**src/rtl/absmem_rd_if.sv**
```systemverilog
// Bus bundle for the read-side abstract memory: issue/compare control, the two read ports and
// the check results.
interface absmem_rd_if #(
    parameter int unsigned AW = 8,
    parameter int unsigned DW = 8
);
    logic          issue;
    logic          compare;
    logic [AW-1:0] vlg_raddr;
    logic          vlg_ren;
    logic [DW-1:0] vlg_rdata;
    logic [DW-1:0] vlg_r_rand_input;
    logic [AW-1:0] ila_raddr;
    logic          ila_ren;
    logic [DW-1:0] ila_rdata;
    logic [DW-1:0] ila_r_rand_input;
    logic          equal;
    logic          overflow;

    modport master (
        output issue, compare,
        output vlg_raddr, vlg_ren, vlg_r_rand_input,
        output ila_raddr, ila_ren, ila_r_rand_input,
        input  vlg_rdata, ila_rdata, equal, overflow
    );

    modport slave (
        input  issue, compare,
        input  vlg_raddr, vlg_ren, vlg_r_rand_input,
        input  ila_raddr, ila_ren, ila_r_rand_input,
        output vlg_rdata, ila_rdata, equal, overflow
    );
endinterface

```
**src/rtl/absmem_rd.sv**
```systemverilog
// Read-side abstract memory shared by the Verilog and ILA models: first read of an address returns
// a free value, later reads return the same value; read-address sequences are compared at the end.
module absmem_rd #(
    parameter int unsigned AW    = 8,
    parameter int unsigned DW    = 8,
    parameter int unsigned DEPTH = 2
) (
    input logic        clk,
    input logic        rst,
    absmem_rd_if.slave bus
);
    localparam int unsigned CW = $clog2(DEPTH + 1);

    logic             armed_q, armed_d;
    logic             overflow_q, overflow_d;

    logic [DEPTH-1:0] tab_valid_q, tab_valid_d;
    logic [AW-1:0]    tab_addr_q [DEPTH];
    logic [AW-1:0]    tab_addr_d [DEPTH];
    logic [DW-1:0]    tab_data_q [DEPTH];
    logic [DW-1:0]    tab_data_d [DEPTH];

    logic [AW-1:0]    vlg_log_q [DEPTH];
    logic [AW-1:0]    vlg_log_d [DEPTH];
    logic [AW-1:0]    ila_log_q [DEPTH];
    logic [AW-1:0]    ila_log_d [DEPTH];
    logic [CW-1:0]    vlg_cnt_q, vlg_cnt_d;
    logic [CW-1:0]    ila_cnt_q, ila_cnt_d;

    logic             vlg_ren_real, ila_ren_real;
    logic             vlg_hit, ila_hit;
    logic [DW-1:0]    vlg_hit_data, ila_hit_data;
    logic             vlg_miss, ila_miss;
    logic             shared_miss;
    logic             ila_alloc;
    logic [DEPTH-1:0] free0_oh, free1_oh, ila_slot_oh;
    logic             found0, found1;
    logic             tab_ovf, vlg_log_ovf, ila_log_ovf;
    logic             logs_match;

    assign vlg_ren_real = bus.vlg_ren & ~bus.compare & armed_q;
    assign ila_ren_real = bus.ila_ren & ~bus.compare & armed_q;

    always_comb begin
        vlg_hit      = 1'b0;
        ila_hit      = 1'b0;
        vlg_hit_data = '0;
        ila_hit_data = '0;
        for (int unsigned i = 0; i < DEPTH; i++) begin
            if (tab_valid_q[i] && tab_addr_q[i] == bus.vlg_raddr) begin
                vlg_hit      = 1'b1;
                vlg_hit_data = tab_data_q[i];
            end
            if (tab_valid_q[i] && tab_addr_q[i] == bus.ila_raddr) begin
                ila_hit      = 1'b1;
                ila_hit_data = tab_data_q[i];
            end
        end
    end

    assign vlg_miss    = vlg_ren_real & ~vlg_hit;
    assign ila_miss    = ila_ren_real & ~ila_hit;
    // Simultaneous misses on one address share the Verilog free value and a single entry.
    assign shared_miss = vlg_miss & ila_miss & (bus.vlg_raddr == bus.ila_raddr);
    assign ila_alloc   = ila_miss & ~shared_miss;

    assign bus.vlg_rdata = (vlg_ren_real && vlg_hit) ? vlg_hit_data : bus.vlg_r_rand_input;
    assign bus.ila_rdata = (ila_ren_real && ila_hit) ? ila_hit_data :
                           shared_miss               ? bus.vlg_r_rand_input :
                                                       bus.ila_r_rand_input;

    always_comb begin
        free0_oh = '0;
        free1_oh = '0;
        found0   = 1'b0;
        found1   = 1'b0;
        for (int unsigned i = 0; i < DEPTH; i++) begin
            if (!tab_valid_q[i]) begin
                if (!found0) begin
                    free0_oh[i] = 1'b1;
                    found0      = 1'b1;
                end else if (!found1) begin
                    free1_oh[i] = 1'b1;
                    found1      = 1'b1;
                end
            end
        end
    end

    // When Verilog allocates, ILA takes the next free entry.
    assign ila_slot_oh = vlg_miss ? free1_oh : free0_oh;

    always_comb begin
        tab_valid_d = tab_valid_q;
        tab_addr_d  = tab_addr_q;
        tab_data_d  = tab_data_q;
        tab_ovf     = 1'b0;
        if (vlg_miss) begin
            if (|free0_oh) begin
                for (int unsigned i = 0; i < DEPTH; i++) begin
                    if (free0_oh[i]) begin
                        tab_valid_d[i] = 1'b1;
                        tab_addr_d[i]  = bus.vlg_raddr;
                        tab_data_d[i]  = bus.vlg_r_rand_input;
                    end
                end
            end else begin
                tab_ovf = 1'b1;
            end
        end
        if (ila_alloc) begin
            if (|ila_slot_oh) begin
                for (int unsigned i = 0; i < DEPTH; i++) begin
                    if (ila_slot_oh[i]) begin
                        tab_valid_d[i] = 1'b1;
                        tab_addr_d[i]  = bus.ila_raddr;
                        tab_data_d[i]  = bus.ila_r_rand_input;
                    end
                end
            end else begin
                tab_ovf = 1'b1;
            end
        end
    end

    always_comb begin
        vlg_log_d   = vlg_log_q;
        vlg_cnt_d   = vlg_cnt_q;
        vlg_log_ovf = 1'b0;
        if (vlg_ren_real) begin
            if (vlg_cnt_q < CW'(DEPTH)) begin
                for (int unsigned i = 0; i < DEPTH; i++) begin
                    if (CW'(i) == vlg_cnt_q) vlg_log_d[i] = bus.vlg_raddr;
                end
                vlg_cnt_d = vlg_cnt_q + CW'(1);
            end else begin
                vlg_log_ovf = 1'b1;
            end
        end
    end

    always_comb begin
        ila_log_d   = ila_log_q;
        ila_cnt_d   = ila_cnt_q;
        ila_log_ovf = 1'b0;
        if (ila_ren_real) begin
            if (ila_cnt_q < CW'(DEPTH)) begin
                for (int unsigned i = 0; i < DEPTH; i++) begin
                    if (CW'(i) == ila_cnt_q) ila_log_d[i] = bus.ila_raddr;
                end
                ila_cnt_d = ila_cnt_q + CW'(1);
            end else begin
                ila_log_ovf = 1'b1;
            end
        end
    end

    assign armed_d    = armed_q | bus.issue;
    assign overflow_d = overflow_q | tab_ovf | vlg_log_ovf | ila_log_ovf;

    always_comb begin
        logs_match = (vlg_cnt_q == ila_cnt_q);
        for (int unsigned i = 0; i < DEPTH; i++) begin
            if (CW'(i) < vlg_cnt_q && vlg_log_q[i] != ila_log_q[i]) logs_match = 1'b0;
        end
    end

    assign bus.equal    = bus.compare & ~overflow_q & logs_match;
    assign bus.overflow = overflow_q;

    always_ff @(posedge clk) begin
        if (rst) begin
            armed_q     <= 1'b0;
            overflow_q  <= 1'b0;
            tab_valid_q <= '0;
            vlg_cnt_q   <= '0;
            ila_cnt_q   <= '0;
        end else begin
            armed_q     <= armed_d;
            overflow_q  <= overflow_d;
            tab_valid_q <= tab_valid_d;
            vlg_cnt_q   <= vlg_cnt_d;
            ila_cnt_q   <= ila_cnt_d;
        end
    end

    // Payload arrays are qualified by valid bits and counts, so they need no reset.
    always_ff @(posedge clk) begin
        tab_addr_q <= tab_addr_d;
        tab_data_q <= tab_data_d;
        vlg_log_q  <= vlg_log_d;
        ila_log_q  <= ila_log_d;
    end
endmodule

```
**src/flat_wrapper.sv**
```systemverilog
// flat-port wrapper written by rule: the top's interface ports become plain ports
module absmem_rd_flat 
#(
    parameter int unsigned AW    = 8,
    parameter int unsigned DW    = 8,
    parameter int unsigned DEPTH = 2
)
  (clk, rst, bus_issue, bus_compare, bus_vlg_raddr, bus_vlg_ren, bus_vlg_r_rand_input, bus_ila_raddr, bus_ila_ren, bus_ila_r_rand_input, bus_vlg_rdata, bus_ila_rdata, bus_equal, bus_overflow);
  absmem_rd_if #(.AW(AW), .DW(DW)) bus_i ();
  input logic clk;
  input logic rst;
  input wire logic [$bits(bus_i.issue)-1:0] bus_issue;
  input wire logic [$bits(bus_i.compare)-1:0] bus_compare;
  input wire logic [$bits(bus_i.vlg_raddr)-1:0] bus_vlg_raddr;
  input wire logic [$bits(bus_i.vlg_ren)-1:0] bus_vlg_ren;
  input wire logic [$bits(bus_i.vlg_r_rand_input)-1:0] bus_vlg_r_rand_input;
  input wire logic [$bits(bus_i.ila_raddr)-1:0] bus_ila_raddr;
  input wire logic [$bits(bus_i.ila_ren)-1:0] bus_ila_ren;
  input wire logic [$bits(bus_i.ila_r_rand_input)-1:0] bus_ila_r_rand_input;
  output wire logic [$bits(bus_i.vlg_rdata)-1:0] bus_vlg_rdata;
  output wire logic [$bits(bus_i.ila_rdata)-1:0] bus_ila_rdata;
  output wire logic [$bits(bus_i.equal)-1:0] bus_equal;
  output wire logic [$bits(bus_i.overflow)-1:0] bus_overflow;
  assign bus_i.issue = bus_issue;
  assign bus_i.compare = bus_compare;
  assign bus_i.vlg_raddr = bus_vlg_raddr;
  assign bus_i.vlg_ren = bus_vlg_ren;
  assign bus_i.vlg_r_rand_input = bus_vlg_r_rand_input;
  assign bus_i.ila_raddr = bus_ila_raddr;
  assign bus_i.ila_ren = bus_ila_ren;
  assign bus_i.ila_r_rand_input = bus_ila_r_rand_input;
  assign bus_vlg_rdata = bus_i.vlg_rdata;
  assign bus_ila_rdata = bus_i.ila_rdata;
  assign bus_equal = bus_i.equal;
  assign bus_overflow = bus_i.overflow;
  absmem_rd #(.AW(AW), .DW(DW), .DEPTH(DEPTH)) u_core (.clk(clk), .rst(rst), .bus(bus_i));
endmodule
```
**config.mk**
```make
export PLATFORM = sky130hd
export DESIGN_NAME = absmem_rd_flat
export DESIGN_NICKNAME = d
export VERILOG_FILES = /design/src/rtl/absmem_rd_if.sv /design/src/rtl/absmem_rd.sv /design/src/flat_wrapper.sv
export SDC_FILE = /design/constraint.sdc
export NUM_CORES = 1
export LEC_CHECK = 0
export ABC_CLOCK_PERIOD_IN_PS = 3500
export BUFFER_PORTS_ARGS = -buffer_cell sky130_fd_sc_hd__buf_2
export CAP_MARGIN = 15
export CORE_MARGIN = 5
export CORE_UTILIZATION = 50
export DETAILED_ROUTE_END_ITERATION = 12
export GPL_ROUTABILITY_DRIVEN = 0
export GPL_TIMING_DRIVEN = 0
export PLACE_DENSITY = 0.71
export SLEW_MARGIN = 20
export SYNTH_ARGS = -nofsm -noshare
export SYNTH_HDL_FRONTEND = slang
export SYNTH_SLANG_ARGS = --single-unit
export TNS_END_PERCENT = 1
```
**constraint.sdc**
```tcl
create_clock -name clk -period 3.5 [get_ports clk]
set_input_delay 0.175 -clock clk [delete_from_list [all_inputs] [get_ports clk]]
set_output_delay 0.175 -clock clk [all_outputs]
set_load 0.005 [all_outputs]
```
==> metrics.cfg, run 1 <==
[power]
p_leak_nw=1.66
ir_drop_mv=0.226
p_per_area_nw_per_um2=517

[logic_synthesis]
yosysWarningCount=0
syn-cell-area_um2=4100
synth-seq-cells=72
seq_area_frac_synth_pct=43.0
syn_avg_cell_area_um2=10.4
synth_cell_types=42
synthCells=393
synth_ff_type=dfxtp_1
synth_nets=434
async_flop_share_pct=0
synth_edf_count=32

[floorplanning]
core_area_um2=8090
fp.dieW_um=101
die_height_um=101
io_pins=56
die_area_um2=10100
row_count=33
initial_core_util_pct=50.7

[global_route]
grt_use_met2_pct=36.1
grt_remaining_overflow=0
use_met3_pct=3.04
grt_max_degree=15
grt_first_pass_wirelength_um=17400
antenna_found_initial=0
grtUsageMet1_pct=30.6
grt_pass1_vias=3323
track_usage_pct=22.3
busiest_layer=met2

[clock_tree]
clock_path_buffers=2
cts-root-buf=clkbuf_8
cts_hold_buf=0
numCtsBuffers=9
clk_latency_ns=0.35
post_cts_resized=0
post_cts_buffers=0
clock-sinks=72
cts_htree_levels=3
cts.clk_slew.worst_paths_ns=0.09
tritoncts=built

[route]
route.final.wire_length_um=11100
ant_nets=0
drc=0
via_count=3452
first_pass_iters=5
drt_iter0_markers=327
via_per_inst=6.08
wire_per_inst_um=19.5

[sta]
max_freq_mhz=322
finClkSkew_ns=0.0105
slew_violations=0
period_share_pct=88.8
max-slew-margin-rel_pct=40.3
tightest_slew_ns=0.889
rsz0062_at_grt=no
setup_tns_ns=0
hold_viol=0
fin_crit_ns=3.11
setup_viol=0

[placement]
dp_hpwl_um=7670
port_buffers=54

[worst_setup_path]
crit_type=reg -> out
startpoint_type=flop
rr_worst_depth=6
required_ns=3.32
cp_num_cells=8
crit_buf_inv=2
worstPathMaxFanout=10
worst_setup_path_end_kind=output port
worstPathArrival_ns=2.93
cp_top_family=simple AND/OR/NAND/NOR gates
slowest_delay_ns=0.63
crit_chain=xnor2_1 > nand4_1 > nor4_1 > o21ai_1 > clkbuf_1 > a211oi_1 > a31oi_1 > buf_2
slowest_stage=nor4_1

[finish]
diodes=0
areaGrowthSynthToFinish_pct=15.4
layout_commonest_cell=buf_2
final_cell_mix=buf_2 (58), xnor2_1 (45), dfxtp_1 (40)
drive_above_1_share_pct=24.6
n_fill_cell=739
finalCoreUtilization_pct=58.5
finalNetCount=499

[status]
status=finished, final reports clean

[worst_hold_path]
hp-class=in -> reg
hold_depth=3

[job]
cap_viol_max_count=0

state kept, by name, indices dropped and copies added, names as in the netlist:
register,flops
u_core.ila_cnt_q,2
u_core.armed_q,1
u_core.tab_valid_q,2
u_core.tab_data_q,16
u_core.vlg_log_q,16
u_core.tab_addr_q,16
u_core.bus.overflow,1
u_core.vlg_cnt_q,2
u_core.ila_log_q,16
where the power goes:
part           internal [mW]  switching, mW  total [mW]
combinational          0.328          0.227       0.556
sequential              1.01          0.120        1.13
clock                  0.412          0.355       0.767
worst reg2reg max path, delay by kind of cell, from the launching register on:
kind | cells | cell delay, ns
multiplexers | 2 | 0.63
flip-flops | 1 | 0.34
AND/OR/NAND/NOR | 3 | 1.32
buffers and inverters | 1 | 0.37
path summary, 6_finish.rpt:
kind / endpoint / slack, ns / start
worst max-delay path: bus_ila_rdata[6] / 0.39 / u_core.tab_addr_q[3]
worst min-delay path: u_core.armed_q / 0.05 / bus_issue
worst max register to register: u_core.tab_data_q[3] / 0.74 / u_core.armed_q
worst min register to register: u_core.armed_q / 0.48 / u_core.armed_q
through the flow:
stage	instance area, um^2	total power [mW]	cells	hold slack, ns	setup WS, ns
6_report	4730	2.45	568	0.0456	0.392
2_1_floorplan	4100	1.54	393	0.274	1.32
5_1_grt	4730	2.56	568	0.0476	0.208
3_5_place_dp	4500	1.69	552	0.402	0.760
4_1_cts	4730	2.44	568	0.0444	0.446
3_3_place_gp	4500	1.66	552	0.394	0.808
cell families after synthesis:
| kind of cell | Yosys count | synth area share (%) |
|---|---|---|
| flops | 72 | 43.0 |
| compound gates | 68 | 11.5 |
| fa+ha+maj | 3 | 0.916 |
| simple gates | 126 | 17.7 |
| mux | 40 | 11.7 |
| buf+inv | 27 | 3.14 |
| xor+xnor | 57 | 12.2 |
per-layer routing:
layer / wire length [um] / share of wire (%)
met4: 158 / 1.4
met1: 4940 / 45
met2: 5250 / 47
met5: 0 / 0
met3: 746 / 6.7
layout make-up:
class                           count  area, um^2  area share [%]
Multi-Input combinational cell    294        2210            46.8
Sequential cell                    72        1760            37.2
Timing Repair Buffer               54         270            5.71
Tap cell                          105         131            2.78
Clock buffer                        9         124            2.62
Buffer                             23         114            2.41
Clock inverter                      7         103            2.17
Inverter                            4        15.0           0.317
synth_stat cells (all sizes together), types with 2 or more instances:
master / count / area (um^2)
xor2: 12 / 105
a31oi: 8 / 50.1
nor3: 13 / 70.1
nor2: 8 / 30.0
nand3: 16 / 80.1
nor2b: 16 / 100
edfxtp: 32 / 961
and2: 11 / 68.8
a221o: 16 / 160
a21oi: 9 / 45.0
ha: 3 / 37.5
clkbuf: 15 / 56.3
or3: 2 / 12.5
inv: 4 / 15.0
nand2: 18 / 67.6
o21ai: 22 / 110
nor3b: 16 / 120
xnor2: 45 / 394
mux2i: 8 / 80.1
mux2: 32 / 398
nand4: 10 / 62.6
dfxtp: 40 / 801
nor4: 8 / 56.3
buf: 8 / 57.6
and3: 3 / 18.8
a211oi: 9 / 67.6
(Power assumes the default switching activity.)
==> run 2, diff against run 1 <==
--- a/config.mk
+++ b/config.mk
@@ -8,12 +8,14 @@
 export ABC_CLOCK_PERIOD_IN_PS = 3500
 export BUFFER_PORTS_ARGS = -buffer_cell sky130_fd_sc_hd__buf_2
 export CAP_MARGIN = 15
+export CELL_PAD_IN_SITES_DETAIL_PLACEMENT = 1
+export CELL_PAD_IN_SITES_GLOBAL_PLACEMENT = 1
 export CORE_MARGIN = 5
-export CORE_UTILIZATION = 50
+export CORE_UTILIZATION = 49
 export DETAILED_ROUTE_END_ITERATION = 12
 export GPL_ROUTABILITY_DRIVEN = 0
 export GPL_TIMING_DRIVEN = 0
-export PLACE_DENSITY = 0.71
+export PLACE_DENSITY_LB_ADDON = 0.1
 export SLEW_MARGIN = 20
 export SYNTH_ARGS = -nofsm -noshare
 export SYNTH_HDL_FRONTEND = slang
==> run 2 against run 1 <==
Sequential power hardly changed. Worst hold slack worse by 0.016 ns. Largest power group unchanged. Core utilization is 1.1 points lower. Largest cell class unchanged. Via count is 1.2% lower. Final cell count stayed put. Highest routed layer unchanged. Register-to-register slack worse by 0.05 ns.
==> metrics.cfg, run 2 (synthesis results as in run 1) <==
[status]
status=finished, final reports clean

[worst_setup_path]
startpoint_type=flop
required_ns=3.32  ; about the same
worst_setup_path_end_kind=output port
worstPathMaxFanout=10  ; unchanged
crit_type=reg -> out
worstPathArrival_ns=3.03  ; +0.10 ns

[floorplanning]
fp.dieW_um=101  ; +0.91%
die_area_um2=10300  ; +1.8%
die_height_um=101  ; +0.91%
initial_core_util_pct=50.2  ; -0.51 points
io_pins=56  ; unchanged
row_count=33  ; unchanged
core_area_um2=8180  ; +1.0%

[sta]
setup_tns_ns=0  ; unchanged
slew_violations=0  ; unchanged
setup_viol=0  ; unchanged
period_share_pct=91.7  ; +2.9 points
rsz0062_at_grt=no
tightest_slew_ns=0.909  ; +0.0200 ns
fin_crit_ns=3.21  ; +0.101 ns
finClkSkew_ns=0.0102  ; -0.000317 ns
whs_ns=0.0297  ; -0.0159 ns
hold_viol=0  ; unchanged
max_freq_mhz=312  ; -3.1%
max-slew-margin-rel_pct=38.9  ; -1.3 points

[power]
switching_share_pct=31.5  ; +2.9 points
ir_drop_mv=0.247  ; +9.3%
p_sw_uw=739  ; +5.3%
pwr-share-clk_pct=27.3  ; -4.0 points
pwr-share-comb_pct=24.4  ; +1.7 points
p_int_mw=1.61  ; -8.1%
p_leak_nw=1.63  ; -1.9%
seq_power_share_pct=48.2  ; +2.2 points
p_per_area_nw_per_um2=500  ; -3.4%

[placement]
port_buffers=54  ; unchanged
dp_hpwl_um=8740  ; +14%

[clock_tree]
clock-sinks=72  ; unchanged
tritoncts=built
clk_latency_ns=0.35  ; about the same
cts_hold_buf=0  ; unchanged
cts-root-buf=clkbuf_8
cts_htree_levels=3  ; unchanged
clock_path_buffers=2  ; unchanged
post_cts_buffers=0  ; unchanged
cts.clk_slew.worst_paths_ns=0.08  ; about the same
post_cts_resized=0  ; unchanged
numCtsBuffers=9  ; unchanged

[finish]
n_fill_cell=932  ; +26%
finalNetCount=499  ; unchanged
drive_above_1_share_pct=24.6  ; unchanged
areaGrowthSynthToFinish_pct=14.4
multi_input_area_um2=2210  ; unchanged
seq_area_um2=1760  ; unchanged
diodes=0  ; unchanged
layout_commonest_cell=buf_2
final_cell_mix=buf_2 (58), xnor2_1 (45), dfxtp_1 (40)

[route]
wire_per_inst_um=21.9  ; +12%
first_pass_iters=4  ; -1
drc=0  ; unchanged
ant_nets=0  ; unchanged
via_count=3411  ; -1.2%
drt_iter0_markers=280  ; -14%
via_per_inst=6.01  ; -1.2%
route.final.wire_length_um=12400  ; +12%

[global_route]
antenna_found_initial=0  ; unchanged
grt_remaining_overflow=0  ; unchanged
grt_max_degree=16  ; +1
track_usage_pct=25.1  ; +2.8 points
grt_pass1_vias=3510  ; +5.6%
grt_first_pass_wirelength_um=19500  ; +12%

[job]
cap_viol_max_count=0  ; unchanged

[worst_hold_path]
hp-class=in -> reg

==> run 2: changes by cell type in the layout (fill, tap and decap cells not counted) <==
| cell | previous run | this run |
|---|---|---|
| inv_6 | 2 | 3 |
| clkinvlp_4 | 0 | 3 |
| clkinv_2 | 1 | 0 |
| clkinv_4 | 1 | 0 |
| bufinv_16 | 2 | 0 |
==> run 2: path summary, 6_finish.rpt <==
path	startpoint	endpoint	slack, ns	cells after the start
max	u_core.tab_addr_q[13]	bus_ila_rdata[3]	0.29	9
min	bus_issue	u_core.armed_q	0.03	3
max reg2reg	u_core.tab_addr_q[13]	u_core.tab_addr_q[11]	0.69	8
min reg2reg	u_core.armed_q	u_core.armed_q	0.47	2
==> run 2: power groups by stage <==
stage	Combinational (mW)	Sequential [mW]	Clock, mW
finish	0.573	1.13	0.641
global route	0.616	1.15	0.690
CTS	0.571	1.13	0.644
detailed placement	0.562	1.14	0
global placement	0.541	1.14	0
floorplan	0.428	1.11	0
==> run 2: layout make-up <==
type	instances	share of cell area (%)
Clock inverter	7	1.28
Multi-Input combinational cell	294	47.2
Buffer	23	2.43
Clock buffer	9	2.64
Inverter	4	0.320
Sequential cell	72	37.6
Timing Repair Buffer	54	5.76
Tap cell	105	2.80
==> run 2: routing by layer <==
metal  vias to the layer above  routed length [um]  part of all wire (%)  global-route usage (%)
met5                         -                   0                     0                       0
met4                         0                 131                   1.1                    6.44
met3                        11                 661                   5.3                    3.37
met2                       103                6040                    49                    40.8
met1                      1711                5590                    45                    35.3
li1                       1586                   -                     -                       -
==> run 2: per-stage QoR <==
stage	instance area [um^2]	setup slack (ns)	utilization [%]	power [mW]	cells
6_report	4690	0.291	57.4	2.34	568
5_1_grt	4690	0.0641	57.4	2.45	568
4_1_cts	4690	0.328	57.4	2.34	568
3_5_place_dp	4510	0.744	55.1	1.71	552
3_3_place_gp	4500	0.786	55.1	1.68	552
2_1_floorplan	4100	1.32	-	1.54	393
==> run 2: worst max-delay path, cell delays in order (launching register included) <==
cell and delay [ns]:
dfxtp_1 0.35, xnor2_1 0.29, nand3_1 0.13, nor3_1 0.57, or3_1 0.20, buf_2 0.21
clkbuf_1 0.38, o21ai_0 0.17, a31oi_1 0.23, buf_2 0.15
==> run 3, diff against run 2 <==
--- a/config.mk
+++ b/config.mk
@@ -11,7 +11,7 @@
 export CELL_PAD_IN_SITES_DETAIL_PLACEMENT = 1
 export CELL_PAD_IN_SITES_GLOBAL_PLACEMENT = 1
 export CORE_MARGIN = 5
-export CORE_UTILIZATION = 49
+export CORE_UTILIZATION = 35
 export DETAILED_ROUTE_END_ITERATION = 12
 export GPL_ROUTABILITY_DRIVEN = 0
 export GPL_TIMING_DRIVEN = 0
==> run 3 against run 2 <==
First-iteration DRC count decreased by 17%. Via count decreased by 2.8%. Final cell count increased by 6.5%. Fmax increased by 4.7%. Global-route usage decreased by 6.4 points. Total power increased by 11%.
==> metrics.cfg, run 3 (synthesis results as in run 1) <==
[worst_setup_path]
worstPathMaxFanout=10  ; unchanged
startpoint_type=flop
worst_setup_path_end_kind=output port
crit_type=reg -> out
worstPathArrival_ns=2.89  ; -0.14 ns
rr_worst_depth=6  ; -2
required_ns=3.32  ; about the same

[floorplanning]
io_pins=56  ; unchanged
die_area_um2=14000  ; +36%
fp.dieW_um=118  ; +17%
initial_core_util_pct=35.8  ; -14 points
die_height_um=118  ; +17%
row_count=39  ; +18%
core_area_um2=11500  ; +40%

[route]
wire_per_inst_um=21.1  ; -3.7%
drt_iter0_markers=232  ; -17%
ant_nets=0  ; unchanged
via_per_inst=5.48  ; -8.7%
route.final.wire_length_um=12700  ; +2.6%
drc=0  ; unchanged
via_count=3317  ; -2.8%
first_pass_iters=4  ; unchanged

[sta]
hold_viol=0  ; unchanged
max-slew-margin-rel_pct=34.8  ; -4.2 points
setup_slack_ns=0.434  ; +0.143 ns
period_share_pct=87.6  ; -4.1 points
slew_violations=0  ; unchanged
max_freq_mhz=326  ; +4.7%
rsz0062_at_grt=no
tightest_slew_ns=0.971  ; +0.0619 ns
setup_viol=0  ; unchanged
finClkSkew_ns=0.00614  ; -0.00405 ns
setup_tns_ns=0  ; unchanged
fin_crit_ns=3.07  ; -0.143 ns

[finish]
final_cell_mix=buf_2 (58), xnor2_1 (45), dfxtp_1 (40)
n_fill_cell=1305  ; +40%
finalCoreUtilization_pct=42.3  ; -15 points
diodes=0  ; unchanged
layout_commonest_cell=buf_2
drive_above_1_share_pct=24.2  ; -0.38 points
areaGrowthSynthToFinish_pct=18.2
finalNetCount=499  ; unchanged

[clock_tree]
cts_htree_levels=3  ; unchanged
tritoncts=built
clock_path_buffers=2  ; unchanged
clk_latency_ns=0.34  ; about the same
cts-root-buf=clkbuf_16
numCtsBuffers=9  ; unchanged
cts.clk_slew.worst_paths_ns=0.06  ; -0.02 ns
clock-sinks=72  ; unchanged
post_cts_buffers=0  ; unchanged

[global_route]
antenna_found_initial=0  ; unchanged
track_usage_pct=18.7  ; -6.4 points
grt_remaining_overflow=0  ; unchanged
grt_first_pass_wirelength_um=20400  ; +4.7%
grt_pass1_vias=3547  ; +1.1%
grt_max_degree=13  ; -3

[power]
ir_drop_mv=0.258  ; +4.4%
switching_share_pct=27.8  ; -3.7 points
pwr-share-clk_pct=35.2  ; +7.9 points
p_sw_uw=726  ; -1.8%
pwr-share-comb_pct=21.6  ; -2.8 points
seq_power_share_pct=43.3  ; -4.9 points
total_power_mw=2.61  ; +11%
p_leak_nw=1.67  ; +2.9%
p_int_mw=1.89  ; +17%
p_per_area_nw_per_um2=539  ; +7.8%

[placement]
post-place-ws_ns=0.495  ; -0.249 ns
port_buffers=54  ; unchanged
dp_hpwl_um=8970  ; +2.6%

[status]
status=finished, final reports clean

[worst_hold_path]
hold_depth=3  ; unchanged
hp-class=in -> reg

[job]
cap_viol_max_count=0  ; unchanged

-- run 3: cell types whose count changed in the layout (fill, tap and decap cells not counted) --
cell,change
clkinvlp_4,-1
clkinv_1,+1
clkbuf_8,-9
bufinv_16,+1
clkbuf_16,+9
nor4_1,-1
inv_8,-1
nor4_2,+1
clkbuf_1,+1
inv_6,-2
-- run 3: power by group through the flow --
stage               combinational (mW)  sequential (mW)  clock [mW]
detailed placement               0.562             1.14           0
global route                     0.623             1.15       0.963
CTS                              0.565             1.13       0.935
floorplan                        0.428             1.11           0
finish                           0.564             1.13       0.918
global placement                 0.546             1.14           0
-- run 3: routing by layer --
metal / track usage (%) / vias to the layer above / wire length [um]
met2: 29.9 / 80 / 5960
met5: 0 / - / 0
met4: 5.38 / 0 / 174
met3: 3.44 / 15 / 615
li1: - / 1588 / -
met1: 25.9 / 1634 / 6000
-- run 3: final timing paths --
path | endpoint | slack (ns) | startpoint
worst max-delay path | bus_ila_rdata[6] | 0.43 | u_core.tab_addr_q[11]
worst min-delay path | u_core.armed_q | 0.04 | bus_issue
worst max register to register | u_core.tab_data_q[4] | 0.70 | u_core.armed_q
worst min register to register | u_core.armed_q | 0.47 | u_core.armed_q
-- run 3: repair_timing --
action                                 4_1_cts  5_1_grt
endpoints found under the hold margin        0        0
hold buffers                                 0        0
setup endpoints to repair                    0        2
gates resized for setup                      0        1
-- run 3: layout make-up --
type	instances	area [um^2]	area share, %
clock inverters	5	57.6	1.19
multi-input cells	294	2220	45.8
inverters	4	15.0	0.310
plain buffers	23	114	2.35
repair buffers	54	270	5.58
flip-flops and latches	72	1760	36.3
well taps	143	179	3.69
clock buffers	10	229	4.72
-- run 3: worst max-delay path: stages, from the launching register on --
cell	delay (ns)
dfxtp_1	0.39
xnor2_1	0.15
nand4_1	0.16
nor3_1	0.55
o21ai_1	0.41
clkbuf_1	0.36
a211oi_1	0.30
a31oi_1	0.06
buf_2	0.16
-- run 3: stage by stage --
| stage | area, um^2 | hold slack [ns] | cells |
|---|---|---|---|
| 6_report | 4850 | 0.0433 | 605 |
| 3_5_place_dp | 4550 | 0.393 | 590 |
| 5_1_grt | 4850 | 0.0671 | 605 |
| 3_3_place_gp | 4550 | 0.385 | 590 |
| 4_1_cts | 4840 | 0.0328 | 605 |
| 2_1_floorplan | 4100 | 0.274 | 393 |
